--- src/rtl/debug_ctrl_pkg.sv ---
// debug_ctrl_pkg: FSM encoding and debounce constants shared by the board debugger.
package debug_ctrl_pkg;
    typedef enum logic [1:0] {HALT = 2'd0, STEP = 2'd1, RUN = 2'd2} state_e;
    localparam int DEBOUNCE_DEFAULT = 500000;
    localparam int DEBOUNCE_SIM = 4;
endpackage

--- src/rtl/debug_ctrl_debounce_bit.sv ---
// debounce_bit: 2-FF synchronizer plus hold counter; a new level is accepted only after it persists.
module debounce_bit
    import debug_ctrl_pkg::*;
#(
    parameter int   DEBOUNCE_CYCLES = DEBOUNCE_DEFAULT,
    parameter int   CNT_W           = 20,
    parameter logic RESET_VAL       = 1'b0
) (
    input  logic clk_i,
    input  logic rst_i,
    input  logic raw_i,
    output logic stable_o
);
    localparam logic [CNT_W-1:0] LAST = CNT_W'(DEBOUNCE_CYCLES - 1);
    logic sync1_q, sync2_q, stable_q, stable_d, differ, done;
    logic [CNT_W-1:0] cnt_q, cnt_d;
    assign differ = sync2_q != stable_q;
    assign done   = differ && cnt_q == LAST;
    always_comb begin
        stable_d = done ? sync2_q : stable_q;
        cnt_d    = (differ && !done) ? cnt_q + 1'b1 : '0;
    end
    always_ff @(posedge clk_i) begin
        if (rst_i) begin
            sync1_q  <= RESET_VAL;
            sync2_q  <= RESET_VAL;
            stable_q <= RESET_VAL;
            cnt_q    <= '0;
        end else begin
            sync1_q  <= raw_i;
            sync2_q  <= sync1_q;
            stable_q <= stable_d;
            cnt_q    <= cnt_d;
        end
    end
    assign stable_o = stable_q;
endmodule

--- src/rtl/debug_ctrl.sv ---
// debug_ctrl: debounces board switches/keys and runs the HALT/STEP/RUN stepping FSM with a PC breakpoint.
module debug_ctrl
    import debug_ctrl_pkg::*;
#(
    parameter int DEBOUNCE_CYCLES = DEBOUNCE_DEFAULT,
    parameter int CNT_W           = 20
) (
    input  logic        Clk,
    input  logic        Rst,
    input  logic [9:0]  swRaw,
    input  logic        keyStepRaw,
    input  logic        keyRunRaw,
    input  logic        brkEnable,
    input  logic [31:0] brkAddr,
    input  logic [31:0] address,
    output logic [9:0]  switches,
    output logic        stepEn,
    output logic        running,
    output logic [15:0] stepCount
);
    logic [11:0] raw, stable;
    logic [1:0]  key_prev_q;
    logic        step_press, run_press, brk_hit, armed_q, armed_d;
    logic [15:0] count_q, count_d;
    state_e      state_q, state_d;
    assign raw = {keyRunRaw, keyStepRaw, swRaw};
    // Keys are active-low, so their stable level resets to released (1).
    for (genvar i = 0; i < 12; i++) begin : g_db
        debounce_bit #(
            .DEBOUNCE_CYCLES(DEBOUNCE_CYCLES),
            .CNT_W(CNT_W),
            .RESET_VAL(1'(i >= 10))
        ) u_db (
            .clk_i(Clk),
            .rst_i(Rst),
            .raw_i(raw[i]),
            .stable_o(stable[i])
        );
    end
    assign step_press = key_prev_q[0] & ~stable[10];
    assign run_press  = key_prev_q[1] & ~stable[11];
    assign brk_hit    = brkEnable && armed_q && address == brkAddr;
    assign count_d    = count_q + 16'(stepEn);
    always_ff @(posedge Clk) begin
        if (Rst) begin
            state_q    <= HALT;
            armed_q    <= 1'b0;
            key_prev_q <= 2'b11;
            count_q    <= '0;
        end else begin
            state_q    <= state_d;
            armed_q    <= armed_d;
            key_prev_q <= stable[11:10];
            count_q    <= count_d;
        end
    end
    always_comb begin
        state_d = state_q;
        armed_d = armed_q;
        case (state_q)
            HALT: begin
                state_d = run_press ? RUN : step_press ? STEP : HALT;
                armed_d = run_press ? 1'b0 : armed_q;
            end
            STEP: state_d = HALT;
            RUN: begin
                state_d = (run_press || brk_hit) ? HALT : RUN;
                armed_d = armed_q | ~(run_press | brk_hit);
            end
            default: state_d = HALT;
        endcase
    end
    always_comb begin
        running = state_q == RUN;
        stepEn  = state_q == STEP || (running && !run_press && !brk_hit);
    end
    assign switches  = stable[9:0];
    assign stepCount = count_q;
endmodule

--- config.mk ---
export PLATFORM = sky130hd
export DESIGN_NAME = debug_ctrl
export DESIGN_NICKNAME = d
export VERILOG_FILES = /design/src/rtl/debug_ctrl_pkg.sv /design/src/rtl/debug_ctrl_debounce_bit.sv /design/src/rtl/debug_ctrl.sv
export SDC_FILE = /design/constraint.sdc
export NUM_CORES = 1
export LEC_CHECK = 0
export CORE_UTILIZATION = 45
export CTS_BUF_LIST = sky130_fd_sc_hd__clkbuf_8 sky130_fd_sc_hd__clkbuf_16
export DETAILED_ROUTE_END_ITERATION = 8
export SETUP_SLACK_MARGIN = 0.3
export SYNTH_ARGS = -nofsm -noshare
export SYNTH_HDL_FRONTEND = slang
export SYNTH_HIERARCHICAL = 1
export SYNTH_SLANG_ARGS = --single-unit
--- constraint.sdc ---
create_clock -name Clk -period 4.9 [get_ports Clk]
set_clock_uncertainty 0.15 [all_clocks]
set_input_delay 0.735 -clock Clk [delete_from_list [all_inputs] [get_ports Clk]]
set_output_delay 0.735 -clock Clk [all_outputs]
set_load 0.02 [all_outputs]
==> results.txt <==
LEAKAGE: 5.350 nW
First-pass GRT wire length: 45460 µm
Antenna cells: 0
CTS Buf Count: 35
Final setup vio count: 0
Peak supply drop: 0.2099 mV
Dpl cells: 1983
Slowest-stage cell, CP: clkdlybuf4s50_1
Reg clk slew, reported paths: 0.05 ns
Post-route ant nets: 0
CTS Hold Bufs: 0
Synth top area cells: dfxtp_1, xnor2_1, nor2_1
Met2 usage: 0.2703
Worst slew pin tran: 0.7230 ns
Post-Route WL: 26230 µm
Worst Slack Setup Final: 0.8255 ns
Initial DRC Count: 459
CP bufs+invs: 3
Top-count cell post-synth: dfxtp_1
Area leader, netlist: dfxtp_1
Die ar.: 31630 µm²
R2R Setup Slk: 2.56 ns
Largest net degree at the start of global routing: 53
H-tree Lvls: 2
Clock Tree Root: clkbuf_16
Initial antenna violation count: 0
Synthesized cell area: 13910 µm²
Hold Startpoint: g_db[11].u_db/sync1_q
M1 GR Usage: 0.2329
RSZ-0062 raised after global routing: false
WHS Path Cells: 1
Std cell rows: 64
Final nets: 1717
RD Place Congestion: 0.7831
Residual DRC: 0
Setup TNS: 0 ns
FF-to-FF Start: state_q[1]
Switching power total: 1.039 mW
Switching share of power: 0.1976
Max Fclk: 245.4 MHz
Worst r2r dst: stepCount[10]
Initial Utilization: 0.4560
Run status: finished clean
Register area share after synthesis: 0.4273
Post-synth EDFFs: 0
Hold Path Class: reg -> reg
Final period utilization: 0.8315
# IOs: 107
Post-CTS sizing: 0
Fin util: 0.5420
Die H: 177.8 µm
Tmin final: 4.074 ns
CTS Sinks: 297
Detail Placement HPWL: 18180 µm
Synth Instances: 1513
Part of the power in combinational logic: 0.027
DRT Pass-1 Iters: 4
Clk network pwr share: 0.510
Sequential power share: 0.463
Syn nets: 1606
Setup CP Type: in -> out
Req. time, crit path: 4.01 ns
Worst-path maximum fanout: 2
Syn Area/Cell: 9.196 µm²
Vias per cell: 5.150
CTS tree: done
Power Density: 318.0 nW/µm²
Critical Path AT: 3.19 ns
Setup Buffers After CTS: 0
Commonest cells in the synthesized netlist: dfxtp_1, nor2_1, xnor2_1
Max-slew violations: 0
Max clock buf depth: 3
Worst Hold Path EP: g_db[11].u_db/sync2_q
Worst skew pair latency: 0.50 ns
Global route overflow: 0
Hold WS: 0.2607 ns
IO buf count: 106
Global route hottest layer: met2
Final non-filler cell total: 2044
Average wire per standard cell: 12.83 µm
Cell Int Power: 4.220 mW
Place WS: 0.7881 ns
CORE AREA: 30510 µm²
Startpoint Class: input pin
Area growth, synth to finish: 18.86%
Hold Fails Final Rpt: 0
Async SR Flop Fraction: 0
Synth unique cells: 38
Worst reg2reg path depth: 9
Vias in the first global route: 9772
Layout fillers: 2797
Max Cap Violations: 0
Area share of the largest cell type after synthesis: 0.4273
Layout cells sized above 1: 0.08617
Yosys warnings: 6
Crit-path max cell delay: 0.59 ns
Met3 usage: 0.03320
Max transition margin: 0.5177
CP Cell Sequence: clkdlybuf4s50_1 -> xor2_1 -> nor4_1 -> buf_4 -> nand4_1 -> nor4_1 -> a31oi_1 -> clkdlybuf4s50_1
Ys flop type: dfxtp_1
Crit path max-delay family: buffers and inverters
Number of vias in the routed layout: 10530
GRT Util Overall: 0.1699
Die width: 177.8 µm
Flops & latches, synth: 297
Crit. End Element: primary output
-- layout by cell type (no fill, tap or decap), drive strengths merged --
master         count
a211o              1
a21oi             28
a31oi              2
and3               6
and4              23
and4b              1
buf                6
bufinv             4
clkbuf            46
clkdlybuf4s50    105
clkinv             4
clkinvlp           1
dfxtp            297
ha                14
inv               43
mux2i             22
nand2             76
nand2b            21
nand3            100
nand4             70
nor2             270
nor2b             25
nor3              50
nor4              95
nor4b             12
o21ai             28
o21bai            10
o31ai              2
or2                8
or3               16
or4               14
or4b              10
xnor2            151
xor2              87
-- layer usage --
metal | up-vias | share of wire
met2 | 149 | 0.45
met5 | - | 0
li1 | 5521 | -
met3 | 37 | 0.042
met1 | 4820 | 0.49
met4 | 0 | 0.016
-- registers in the layout (all words and copies together), names as in the netlist --
name	count
g_db.u_db/sync2_q	12
stepCount	16
armed_q	1
g_db.u_db/stable_o	12
state_q	2
g_db.u_db/cnt_q	240
g_db.u_db/sync1_q	12
key_prev_q	2
-- logic make-up (layout without fill, tap and decap cells) --
logic type,Yosys count,count (layout),synth area share
buffers and inverters,74,209,0.02419
AO/OA/AOI/OAI,71,71,0.03156
adder cells (fa/ha/maj),14,14,0.01259
multiplexers,22,22,0.01583
XOR/XNOR,238,238,0.1498
flip-flops,297,297,0.4273
AND/OR/NAND/NOR,797,797,0.3387
-- per-stage QoR --
step | area (µm²) | power (mW)
2_1_floorplan | 13910 | 2.539
3_3_place_gp | 15320 | 2.630
3_5_place_dp | 15320 | 2.632
4_1_cts | 16540 | 5.351
5_1_grt | 16540 | 5.472
6_report | 16540 | 5.259
-- final cells by class --
cell class / instances / area (µm²) / area share
clock inverter: 15 / 170.2 / 0.01029
sequential: 297 / 5946 / 0.3595
clock buffer: 46 / 1050 / 0.06348
tap: 396 / 495.5 / 0.02996
multi-input combinational: 1142 / 7631 / 0.4615
timing repair buffer: 111 / 1106 / 0.06688
inverter: 37 / 138.9 / 0.008398
-- power groups by stage --
stage | clock [mW] | combinational [mW] | sequential, mW
2_1_floorplan | 0 | 0.0537 | 2.49
3_3_place_gp | 0 | 0.142 | 2.49
3_5_place_dp | 0 | 0.144 | 2.49
4_1_cts | 2.77 | 0.144 | 2.43
5_1_grt | 2.88 | 0.155 | 2.43
6_report | 2.68 | 0.142 | 2.43
-- worst max path at each step --
| stage | depth (start not counted) | to | slack [ns] | start |
|---|---|---|---|---|
| after global routing | 8 | stepEn | 0.71 | brkAddr[8] |
| after global placement | 8 | stepEn | 0.77 | brkAddr[8] |
| after detailed placement | 8 | stepEn | 0.79 | brkAddr[8] |
| after floorplan | 12 | stepCount[10] | 1.76 | brkAddr[9] |
| final | 8 | stepEn | 0.83 | brkAddr[8] |
| after CTS | 8 | stepEn | 0.78 | brkAddr[8] |
No activity file was read; power rests on OpenSTA's default activity.
